===== config.mk =====
export PLATFORM = sky130hd
export DESIGN_NAME = ram_port_arbiter_flat
export DESIGN_NICKNAME = d
export VERILOG_FILES = /design/src/rtl/ram_port_arbiter_if.sv /design/src/rtl/ram_port_arbiter.sv /design/src/flat_wrapper.sv
export SDC_FILE = /design/constraint.sdc
export NUM_CORES = 1
export LEC_CHECK = 0
export ABC_AREA = 1
export CORE_UTILIZATION = 42
export DETAILED_ROUTE_END_ITERATION = 16
export HOLD_SLACK_MARGIN = 0.02
export PLACE_DENSITY_LB_ADDON = 0.25
export SYNTH_ARGS = -nofsm -noshare
export SYNTH_HDL_FRONTEND = slang
export SYNTH_SLANG_ARGS = --single-unit

===== constraint.sdc =====
create_clock -name clk -period 4.92 [get_ports clk]
set_input_delay 0.984 -clock clk [delete_from_list [all_inputs] [get_ports clk]]
set_output_delay 0.984 -clock clk [all_outputs]
set_load 0.01 [all_outputs]

===== src/rtl/ram_port_arbiter_if.sv =====
// ram_port_arbiter_if: requester and RAM-side signals of the RAM port arbiter.
// slave = arbiter view, master = requesters plus RAM view.
interface ram_port_arbiter_if #(
  parameter int AW = 32,
  parameter int DW = 32
);
  logic [AW-1:0] p0Address;
  logic [DW-1:0] p0WriteData;
  logic          p0ReadReq;
  logic          p0WriteReq;
  logic [DW-1:0] p0ReadData;
  logic          p0ReadAck;
  logic          p0WriteAck;
  logic [AW-1:0] p1Address;
  logic [DW-1:0] p1WriteData;
  logic          p1ReadReq;
  logic          p1WriteReq;
  logic [DW-1:0] p1ReadData;
  logic          p1ReadAck;
  logic          p1WriteAck;
  logic [AW-1:0] ramAddress;
  logic [DW-1:0] ramOut;
  logic          readReq;
  logic          writeReq;
  logic [DW-1:0] ramIn;
  logic          readAck;
  logic          writeAck;
  logic          timeoutErr;

  modport slave (
    input  p0Address, p0WriteData,
    input  p0ReadReq, p0WriteReq,
    output p0ReadData, p0ReadAck, p0WriteAck,
    input  p1Address, p1WriteData,
    input  p1ReadReq, p1WriteReq,
    output p1ReadData, p1ReadAck, p1WriteAck,
    output ramAddress, ramOut,
    output readReq, writeReq,
    input  ramIn, readAck, writeAck,
    output timeoutErr
  );

  modport master (
    output p0Address, p0WriteData,
    output p0ReadReq, p0WriteReq,
    input  p0ReadData, p0ReadAck, p0WriteAck,
    output p1Address, p1WriteData,
    output p1ReadReq, p1WriteReq,
    input  p1ReadData, p1ReadAck, p1WriteAck,
    input  ramAddress, ramOut,
    input  readReq, writeReq,
    output ramIn, readAck, writeAck,
    input  timeoutErr
  );
endinterface


===== src/rtl/ram_port_arbiter.sv =====
// ram_port_arbiter: shares one RAM port between the core (p0) and loader (p1).
// Define RAM_ARB_ROUND_ROBIN_EN for round-robin ties instead of p0 priority.
module ram_port_arbiter #(
  parameter int AW = 32,
  parameter int DW = 32,
  parameter int TIMEOUT = 0
) (
  input logic clk,
  input logic reset,
  ram_port_arbiter_if.slave bus
);
  typedef enum logic {IDLE, WAIT} state_t;

  localparam int CW = (TIMEOUT > 1) ? $clog2(TIMEOUT) : 1;
  localparam logic [DW-1:0] BAD = DW'(32'hdeadbeef);

  state_t state, stateNext;

  logic [1:0]    rdPulse, wrPulse;
  logic [AW-1:0] reqAddr [2];
  logic [DW-1:0] reqData [2];

  logic [1:0]    slotFull, slotWrite;
  logic [AW-1:0] slotAddr [2];
  logic [DW-1:0] slotData [2];

  logic [DW-1:0] rdData [2];
  logic [1:0]    ackR, ackW;
  logic [AW-1:0] addrReg;
  logic [DW-1:0] dataReg;
  logic          curPort, curWrite;
  logic          pick, issue;
  logic          matchAck, expired;
  logic          done, timedOut, errReg;
  logic [CW-1:0] waitCnt;

  assign rdPulse = {bus.p1ReadReq, bus.p0ReadReq};
  assign wrPulse = {bus.p1WriteReq, bus.p0WriteReq};
  assign reqAddr[0] = bus.p0Address;
  assign reqAddr[1] = bus.p1Address;
  assign reqData[0] = bus.p0WriteData;
  assign reqData[1] = bus.p1WriteData;

`ifdef RAM_ARB_ROUND_ROBIN_EN
  logic lastGrant;

  always_comb begin
    unique case (1'b1)
      (slotFull == 2'b11): pick = ~lastGrant;
      (slotFull == 2'b01): pick = 1'b0;
      default:             pick = 1'b1;
    endcase
  end

  always_ff @(posedge clk) begin
    if (reset) lastGrant <= 1'b1;
    else if (issue) lastGrant <= pick;
  end
`else
  assign pick = ~slotFull[0];
`endif

  // Hold off one cycle while the requester ack is out, so
  // a just-acked port can re-request before the next grant.
  assign issue = (state == IDLE) && (|slotFull)
               && !(|ackR) && !(|ackW);

  assign matchAck = curWrite ? bus.writeAck : bus.readAck;
  assign expired  = (TIMEOUT > 0)
                 && (waitCnt == CW'(TIMEOUT - 1));

  always_comb begin
    stateNext = state;
    done      = 1'b0;
    timedOut  = 1'b0;
    unique case (state)
      IDLE: if (issue) stateNext = WAIT;
      WAIT: begin
        if (matchAck) begin
          done      = 1'b1;
          stateNext = IDLE;
        end else if (expired) begin
          done      = 1'b1;
          timedOut  = 1'b1;
          stateNext = IDLE;
        end
      end
      default: stateNext = IDLE;
    endcase
  end

  always_ff @(posedge clk) begin
    if (reset) begin
      state   <= IDLE;
      waitCnt <= '0;
    end else begin
      state <= stateNext;
      if (state == WAIT && !done) waitCnt <= waitCnt + 1'b1;
      else waitCnt <= '0;
    end
  end

  always_ff @(posedge clk) begin
    if (reset) begin
      slotFull  <= '0;
      slotWrite <= '0;
    end else begin
      for (int p = 0; p < 2; p++) begin
        if (done && curPort == p[0]) begin
          slotFull[p] <= 1'b0;
        end else if (!slotFull[p]
                     && (rdPulse[p] || wrPulse[p])) begin
          slotFull[p]  <= 1'b1;
          slotWrite[p] <= wrPulse[p];
          slotAddr[p]  <= reqAddr[p];
          slotData[p]  <= reqData[p];
        end
      end
    end
  end

  always_ff @(posedge clk) begin
    if (reset) begin
      curPort  <= 1'b0;
      curWrite <= 1'b0;
      addrReg  <= '0;
      dataReg  <= '0;
    end else if (issue) begin
      curPort  <= pick;
      curWrite <= slotWrite[pick];
      addrReg  <= slotAddr[pick];
      dataReg  <= slotData[pick];
    end
  end

  always_ff @(posedge clk) begin
    if (reset) begin
      ackR      <= '0;
      ackW      <= '0;
      rdData[0] <= '0;
      rdData[1] <= '0;
      errReg    <= 1'b0;
    end else begin
      ackR <= '0;
      ackW <= '0;
      if (done) begin
        ackR[curPort] <= !curWrite;
        ackW[curPort] <= curWrite;
        if (!curWrite)
          rdData[curPort] <= timedOut ? BAD : bus.ramIn;
      end
      if (timedOut) errReg <= 1'b1;
    end
  end

  assign bus.ramAddress = issue ? slotAddr[pick] : addrReg;
  assign bus.ramOut     = issue ? slotData[pick] : dataReg;
  assign bus.readReq    = issue && !slotWrite[pick];
  assign bus.writeReq   = issue && slotWrite[pick];

  assign bus.p0ReadData = rdData[0];
  assign bus.p1ReadData = rdData[1];
  assign bus.p0ReadAck  = ackR[0];
  assign bus.p1ReadAck  = ackR[1];
  assign bus.p0WriteAck = ackW[0];
  assign bus.p1WriteAck = ackW[1];
  assign bus.timeoutErr = errReg;
endmodule


===== src/flat_wrapper.sv =====
// flat-port wrapper written by rule: the top's interface ports become plain ports
module ram_port_arbiter_flat 
#(
  parameter int AW = 32,
  parameter int DW = 32,
  parameter int TIMEOUT = 0
)
  (clk, reset, bus_p0Address, bus_p0WriteData, bus_p0ReadReq, bus_p0WriteReq, bus_p0ReadData, bus_p0ReadAck, bus_p0WriteAck, bus_p1Address, bus_p1WriteData, bus_p1ReadReq, bus_p1WriteReq, bus_p1ReadData, bus_p1ReadAck, bus_p1WriteAck, bus_ramAddress, bus_ramOut, bus_readReq, bus_writeReq, bus_ramIn, bus_readAck, bus_writeAck, bus_timeoutErr);
  ram_port_arbiter_if #(.AW(AW), .DW(DW)) bus_i ();
  input logic clk;
  input logic reset;
  input wire logic [$bits(bus_i.p0Address)-1:0] bus_p0Address;
  input wire logic [$bits(bus_i.p0WriteData)-1:0] bus_p0WriteData;
  input wire logic [$bits(bus_i.p0ReadReq)-1:0] bus_p0ReadReq;
  input wire logic [$bits(bus_i.p0WriteReq)-1:0] bus_p0WriteReq;
  output wire logic [$bits(bus_i.p0ReadData)-1:0] bus_p0ReadData;
  output wire logic [$bits(bus_i.p0ReadAck)-1:0] bus_p0ReadAck;
  output wire logic [$bits(bus_i.p0WriteAck)-1:0] bus_p0WriteAck;
  input wire logic [$bits(bus_i.p1Address)-1:0] bus_p1Address;
  input wire logic [$bits(bus_i.p1WriteData)-1:0] bus_p1WriteData;
  input wire logic [$bits(bus_i.p1ReadReq)-1:0] bus_p1ReadReq;
  input wire logic [$bits(bus_i.p1WriteReq)-1:0] bus_p1WriteReq;
  output wire logic [$bits(bus_i.p1ReadData)-1:0] bus_p1ReadData;
  output wire logic [$bits(bus_i.p1ReadAck)-1:0] bus_p1ReadAck;
  output wire logic [$bits(bus_i.p1WriteAck)-1:0] bus_p1WriteAck;
  output wire logic [$bits(bus_i.ramAddress)-1:0] bus_ramAddress;
  output wire logic [$bits(bus_i.ramOut)-1:0] bus_ramOut;
  output wire logic [$bits(bus_i.readReq)-1:0] bus_readReq;
  output wire logic [$bits(bus_i.writeReq)-1:0] bus_writeReq;
  input wire logic [$bits(bus_i.ramIn)-1:0] bus_ramIn;
  input wire logic [$bits(bus_i.readAck)-1:0] bus_readAck;
  input wire logic [$bits(bus_i.writeAck)-1:0] bus_writeAck;
  output wire logic [$bits(bus_i.timeoutErr)-1:0] bus_timeoutErr;
  assign bus_i.p0Address = bus_p0Address;
  assign bus_i.p0WriteData = bus_p0WriteData;
  assign bus_i.p0ReadReq = bus_p0ReadReq;
  assign bus_i.p0WriteReq = bus_p0WriteReq;
  assign bus_p0ReadData = bus_i.p0ReadData;
  assign bus_p0ReadAck = bus_i.p0ReadAck;
  assign bus_p0WriteAck = bus_i.p0WriteAck;
  assign bus_i.p1Address = bus_p1Address;
  assign bus_i.p1WriteData = bus_p1WriteData;
  assign bus_i.p1ReadReq = bus_p1ReadReq;
  assign bus_i.p1WriteReq = bus_p1WriteReq;
  assign bus_p1ReadData = bus_i.p1ReadData;
  assign bus_p1ReadAck = bus_i.p1ReadAck;
  assign bus_p1WriteAck = bus_i.p1WriteAck;
  assign bus_ramAddress = bus_i.ramAddress;
  assign bus_ramOut = bus_i.ramOut;
  assign bus_readReq = bus_i.readReq;
  assign bus_writeReq = bus_i.writeReq;
  assign bus_i.ramIn = bus_ramIn;
  assign bus_i.readAck = bus_readAck;
  assign bus_i.writeAck = bus_writeAck;
  assign bus_timeoutErr = bus_i.timeoutErr;
  ram_port_arbiter #(.AW(AW), .DW(DW), .TIMEOUT(TIMEOUT)) u_core (.clk(clk), .reset(reset), .bus(bus_i));
endmodule

== Yosys cells after proc, flatten, opt, wreduce, memory -nomap -nowiden ==
Memories as Yosys holds them, arrays and structs flattened.
Cells that the tools add are included.
Operators by class
  bitwise operators: 8
  order comparisons: 3
  reduce and logical (&&, ||, !) cells: 27
  muxes and demuxes: 29
Operators by type and width (count)
  $mux W32: 3
  $reduce_or A32 Y1: 1
  $mux W1: 24
  $reduce_or A2 Y1: 6
  $logic_and A1 B1 Y1: 10
  $logic_not A1 Y1: 6
  $not A1 Y1: 6
  $and A2 B2 Y2: 2
  $lt A1 B2 Y1 const B: 2
  $reduce_and A2 Y1: 2
  $logic_or A1 B1 Y1: 2
  $pmux W1 S2: 1
  $demux W1 S1: 1
  $ge A1 B1 Y1 const B: 1
Storage, ports and cells
  flip-flop bits (word level): 75
  word-level logic and storage cells: 81
  memories: 3
  RAM bits: 192
  bits of input ports: 168
  output and inout bits: 135
Memory list
  u_core.rdData: words 2, width 32, read ports 2, clocked after memory_dff 0, wr ports 2, line ram_port_arbiter.sv:27  | logic [DW-1:0] rdData [2];
  u_core.slotAddr: words 2, width 32, read ports 1, clocked after memory_dff 0, wr ports 2, line ram_port_arbiter.sv:24  | logic [AW-1:0] slotAddr [2];
  u_core.slotData: words 2, width 32, read ports 1, clocked after memory_dff 0, wr ports 2, line ram_port_arbiter.sv:25  | logic [DW-1:0] slotData [2];

== Longest topological paths before layout ==
Gate-level depths: netlist of run 1.
  depth in word-level cells: 8
  mapped depth: 8
  mapped depth without buffers: 8

== Least setup slack after synthesis of run 1 ==
No wires, ideal clock.
  kind: input-to-reg
  start: input reset
  end: memory u_core.slotAddr[1][0], enable pin
  arrival time: 4.244 ns
  library setup time: 0.486 ns
  data required time: 4.434 ns
  stages on the path: 4
  buffers on the path: 3
  slack: 0.190 ns
  path through: buf_2 > clkbuf_1 > clkbuf_1 > nor2_1
RTL lines
  start, declared: line flat_wrapper.sv:11  | input logic reset;
  end, declared: line ram_port_arbiter.sv:24

== Final worst setup path of run 1 ==
  start: register u_core.slotFull[0]
  end: output bus_ramOut[4]
On the way
  longest elaborated chain between the ends: 5
  elaborated cells on any way between the ends: 7
  classes of those cells: mux: 1; bitwise: 1; reduce/logical: 4; memory: 1
RTL lines
  start, declared: line ram_port_arbiter.sv:23  | logic [1:0] slotFull, slotWrite;
  start signal, assigned: line ram_port_arbiter.sv:105  | slotFull <= '0;
  start signal, assigned by index: line ram_port_arbiter.sv:110  | slotFull[p] <= 1'b0;
  start signal, assigned by index: line ram_port_arbiter.sv:113  | slotFull[p] <= 1'b1;
  $reduce_or A2 Y1: line ram_port_arbiter.sv:65  | assign issue = (state == IDLE) && (|slotFull)
  $logic_and A1 B1 Y1: line ram_port_arbiter.sv:65
  $logic_and A1 B1 Y1 (2 in a row): line ram_port_arbiter.sv:66  | && !(|ackR) && !(|ackW);
  $mux W32 *: line ram_port_arbiter.sv:157  | assign bus.ramOut = issue ? slotData[pick] : dataReg;
  end, declared: line flat_wrapper.sv:27  | output wire logic [$bits(bus_i.ramOut)-1:0] bus_ramOut;
Mark *: on every way between the ends. The rest lies on a longest branch, timed or not.

==> results.yml, run 1 <==
route:
  routed_wl_um: 25270
  antenna_left: 0
  wl_per_cell_um: 15.57
  via_count: 7514
  routed_via_density: 4.630
  drtIter0Drc: 341
  first_pass_iters: 14
  drc_errors: 0
finish:
  nets: 1445
  final_design_area_no_fill_um2: 14580
  post-route-util: 0.6013
  n_antenna_cell: 0
  fin_cells: 1623
  n_fill_cell: 2006
  area_growth_pct: 40.85
  drive_above_1_share: 0.09854
global_routing:
  grt_pass1_vias: 7490
  grt_first_pass_wirelength_um: 39170
  gr-usage-all-layers: 0.1975
  grt_max_degree: 69
  antenna_found_initial: 1
  gr-total-overflow: 0
clock_network:
  hold_buffers: 0
  cts_buffers: 28
  cts_tree: "done"
  cts_resized: 0
  clockBufferDepth: 3
  postCtsSetupRepairBufs: 0
  htree_num_levels: 1
  path_clk_slew_ns: 0.06
  cts_sinks: 267
  cts.root.buffer_cell: "clkbuf_16"
  clk_latency_ns: 0.54
power_and_ir_drop:
  p_int_mw: 4.504
  power_frac_seq: 0.441
  total_power_mw: 6.085
  combPwrFrac: 0.216
  cellLeakagePower_nw: 6.139
  p_clk_frac: 0.343
  p_per_area_nw_per_um2: 417.3
  p_switching_mw: 1.580
  switching_share: 0.2597
  peakVddDrop_mv: 0.2786
critical_path:
  slowest_stage: "inv_2"
  path_cells: "buf_4 -> inv_2 -> o21ai_0 -> nand3_1 -> nand2_1 -> inv_1 -> clkdlybuf4s50_1"
  crit_family: "buffers and inverters"
  critical_path_buf_inv_count: 4
  start_kind: "flip-flop"
  cp.required_ns: 3.94
  crit_path_max_fanout: 68
  cp_data_arrival_time_ns: 3.24
  worstSetupEndpointType: "primary output"
  reg2reg_from: "u_core.slotFull[0]"
  critical_path_class: "flip-flop to primary output"
  critPathMaxStageDelay_ns: 0.62
  crit_start: "u_core.slotFull[0]"
placement:
  place_area_um2: 13650
  portBuffers: 301
  post-dp-hpwl_um: 15660
  place_congestion: 0.7764
  dp_cells: 1571
  place_ws_ns: 1.160
timing:
  timing.hold.ws_ns: 0.4998
  fmax_mhz: 236.9
  hold_violations: 0
  fin_setup_tns_ns: 0
  min_period_ns: 4.222
  maxSlewViolCount: 0
  maxSlewHeadroom: 0.1808
  setup-violations-final: 0
  clock_skew_ns: 0.01290
  worst-slew-pin-transition_ns: 1.229
  fin_crit_sh: 0.8581
  fin_ws_ns: 0.6981
  rsz0062_at_grt: "false"
logic_synthesis:
  synth_edf_count: 192
  netlist_area_um2: 10350
  synth.distinct_cells: 19
  ys_warn_count: 0
  synth_cells: 985
  synthesis.nets: 1153
  synth_most_common_cell: "edfxtp_1"
  yosys-top-cells-count: "edfxtp_1, inv_1, nand2_1"
  yosys.area.top_type: "edfxtp_1"
  yosys_register_bits: 267
  yosysTopAreaCellShare: 0.5569
  async_reset_ff_frac: 0
  ys.flop_type: "edfxtp_1"
  netlist_top_cells_area: "edfxtp_1, dfxtp_1, inv_1"
  synth_seq_area_share: 0.7020
  syn_area_per_cell_um2: 10.51
floorplanning:
  rows: 57
  die_y_um: 159
  coreArea_um2: 24250
  dieWidth_um: 159
  die_area_um2: 25280
  start_util: 0.4269
  pin_count: 303
run:
  cap_viol_max_count: 0
worst_hold_path:
  hp-class: "flip-flop to flip-flop"
  worstHoldStart: "u_core.curPort"
outcome:
  status: "complete, no violations"
==> worst min-delay path, stage by stage (launching register included) <==
cell and delay [ns]:
dfxtp_1 0.33, nand2_1 0.07, a21oi_1 0.05
==> cell type report <==
class	instances	area, um2	share of cell area
clock buffers	37	805.8	0.05526
clock inverters	15	123.9	0.008495
inverters	170	638.1	0.04376
multi-input cells	498	2250	0.1543
flip-flops and latches	267	7268	0.4985
well taps	324	405.4	0.02780
repair buffers	312	3090	0.2119
==> placed cells by master (no fill, tap or decap), types with 17 or more instances in the layout <==
cell               n
inv_1            169
clkdlybuf4s50_1  300
dfxtp_1           74
clkbuf_16         29
nor2_1           143
o21ai_1           17
o21ai_0           48
edfxtp_1         192
nand3_1           69
or2_2             64
nand2_1          147
==> sequential cells by signal (all words and copies together), names as in the netlist, 2 cells and up <==
| name | flops |
|---|---|
| u_core.addrReg | 32 |
| u_core.slotAddr | 64 |
| u_core.ackW | 2 |
| u_core.slotWrite | 2 |
| u_core.rdData | 64 |
| u_core.slotData | 64 |
| u_core.ackR | 2 |
| u_core.dataReg | 32 |
| u_core.slotFull | 2 |
==> path summary, 6_finish.rpt <==
check | slack [ns] | depth (start not counted) | to
setup / recovery | 0.70 | 7 | bus_ramOut[4]
hold / removal | 0.50 | 2 | u_core.curPort
setup reg to reg | 2.56 | 6 | u_core.dataReg[22]
hold reg to reg | 0.50 | 2 | u_core.curPort
==> power by group through the flow <==
stage,sequential (mW),clock [mW],combinational (mW)
final,2.68,2.09,1.31
after floorplan,2.74,0,0.628
after CTS,2.68,2.13,1.34
after detailed placement,2.73,0,1.33
after global routing,2.70,2.22,1.45
after global placement,2.72,0,1.32
==> kinds of logic after synthesis <==
kind of cell,Yosys count,share of synthesized area
AOI/OAI and AO/OA,69,0.03384
DFF,267,0.7020
other,1,0.0003622
and+or+nand+nor,428,0.1804
buffers and inverters,220,0.08339
==> routing by layer <==
| layer | up-vias | track usage | part of all wire |
|---|---|---|---|
| li1 | 3702 | - | - |
| met1 | 3466 | 0.2375 | 0.40 |
| met2 | 304 | 0.3495 | 0.50 |
| met3 | 42 | 0.05184 | 0.080 |
| met4 | 0 | 0.05376 | 0.021 |
| met5 | - | 0 | 0 |
Power figures use the tool's default switching activity.
==> run 2: changes to the inputs <==
==> constraint.sdc (replaced) <==
create_clock -name clk -period 4.92 [get_ports clk]
set_input_delay 1.23 -clock clk [delete_from_list [all_inputs] [get_ports clk]]
set_output_delay 1.23 -clock clk [all_outputs]
set_load 0.01 [all_outputs]
==> run 2 against run 1 <==
  * Sequential power barely moved
  * Combinational power about the same
  * Global-route usage is essentially flat
  * Maximum frequency is 5.3% lower
  * Critical endpoint is now bus_ramOut[0]
==> results.yml, run 2 (synthesis gave the netlist of run 1 again) <==
outcome:
  status: "complete, no violations"
timing:
  min_period_ns: 4.458
  hold_violations: 0
  maxSlewViolCount: 0
  setup-violations-final: 0
  fin_setup_tns_ns: 0
  fin_ws_ns: 0.4616
  worst-slew-pin-transition_ns: 1.166
  fin_crit_sh: 0.9062
  fmax_mhz: 224.3
  timing.hold.ws_ns: 0.5117
  rsz0062_at_grt: "false"
  maxSlewHeadroom: 0.2227
  clock_skew_ns: 0.008937
clock_network:
  cts_buffers: 27
  hold_buffers: 0
  clockBufferDepth: 3
  cts_tree: "done"
  path_clk_slew_ns: 0.06
  clk_latency_ns: 0.52
  cts_sinks: 267
  cts_resized: 0
  cts.root.buffer_cell: "clkbuf_16"
  htree_num_levels: 1
  postCtsSetupRepairBufs: 0
finish:
  final_cell_mix: "clkdlybuf4s50_1, edfxtp_1, inv_1"
  fin_cells: 1621
  largest_registers: "u_core.rdData (64), u_core.slotAddr (64), u_core.slotData (64)"
  drive_above_1_share: 0.09406
  n_antenna_cell: 0
  area_growth_pct: 40.52
  nets: 1445
  final_common_cell: "clkdlybuf4s50_1"
placement:
  place_ws_ns: 0.9030
  place_congestion: 0.7693
  portBuffers: 301
  dp_cells: 1572
  post-dp-hpwl_um: 15620
critical_path:
  start_kind: "flip-flop"
  cp.required_ns: 3.69
  slowest_stage: "inv_2"
  worstSetupEndpointType: "primary output"
  crit_path_max_fanout: 68
  critical_path_class: "flip-flop to primary output"
  critPathMaxStageDelay_ns: 0.63
  path_depth: 7
  r2r_cells: 5
  crit_family: "buffers and inverters"
  critical_path_buf_inv_count: 4
  path_cells: "buf_4 -> inv_2 -> o21ai_0 -> nand3_1 -> nand2_1 -> inv_1 -> clkdlybuf4s50_1"
  cp_data_arrival_time_ns: 3.23
route:
  via_count: 7416
  routed_via_density: 4.575
  routed_wl_um: 24950
  first_pass_iters: 5
  drtIter0Drc: 372
  antenna_left: 0
  drc_errors: 0
  wl_per_cell_um: 15.39
power_and_ir_drop:
  p_switching_mw: 1.564
  combPwrFrac: 0.219
  p_clk_frac: 0.337
  switching_share: 0.2593
  p_int_mw: 4.467
  total_power_mw: 6.031
  peakVddDrop_mv: 0.2749
  p_per_area_nw_per_um2: 414.6
  power_frac_seq: 0.444
  cellLeakagePower_nw: 6.114
global_routing:
  grt_busiest_layer: "met2"
  gr-usage-met2: 0.3437
  met3_usage: 0.04480
  gr-usage-all-layers: 0.1976
  grt_pass1_vias: 7438
  grt_use_met1: 0.2454
  antenna_found_initial: 0
  gr-total-overflow: 0
  grt_first_pass_wirelength_um: 39340
  grt_max_degree: 69
floorplanning:
  pin_count: 303
  die_area_um2: 25280
  start_util: 0.4269
  rows: 57
  die_y_um: 159
  dieWidth_um: 159
  coreArea_um2: 24250
worst_hold_path:
  holdPathStages: 2
  hp-class: "flip-flop to flip-flop"
run:
  cap_viol_max_count: 0
==> run 2: changes by cell type in the layout (fill, tap and decap cells not counted), sizes merged <==
cell	change
clkinv	+1
buf	+1
bufinv	+2
clkbuf	-6
==> run 2: cell type report <==
class | instances | area [um2]
clock buffer | 31 | 690.7
tap | 324 | 405.4
inverter | 170 | 638.1
fill | 1997 | 9701
timing repair buffer | 313 | 3110
sequential | 267 | 7268
clock inverter | 18 | 185.2
multi-input combinational | 498 | 2250
==> run 2: routing by layer <==
metal / wire length (um) / part of all wire
met2: 12350 / 0.50
met5: 0 / 0
met1: 10130 / 0.41
met4: 587 / 0.024
met3: 1881 / 0.075
==> run 2: path summary, 6_finish.rpt <==
path              slack, ns                      to                from
setup / recovery       0.46           bus_ramOut[0]  u_core.slotFull[0]
hold / removal         0.51          u_core.curPort      u_core.curPort
setup reg to reg       2.54  u_core.slotData[0][25]  u_core.slotFull[0]
hold reg to reg        0.51          u_core.curPort      u_core.curPort
==> run 2: stage by stage <==
stage	utilization	cell area, um2
after detailed placement	0.5638	13670
final	0.5999	14550
after CTS	0.5999	14550
after floorplan	-	10350
after global routing	0.5999	14550
after global placement	0.5638	13670
==> run 2: worst min-delay path, delay by kind of cell, from the launching register on <==
family           cells  cell delay [ns]
flip-flops           1             0.34
AND/OR/NAND/NOR      1             0.07
AO/OA/AOI/OAI        1             0.05
==> run 2: power by group through the flow <==
stage / clock network (mW) / registers (mW) / logic [mW]
global placement: 0 / 2.72 / 1.32
floorplan: 0 / 2.74 / 0.628
finish: 2.03 / 2.68 / 1.32
detailed placement: 0 / 2.73 / 1.33
CTS: 2.07 / 2.68 / 1.34
global route: 2.15 / 2.70 / 1.45
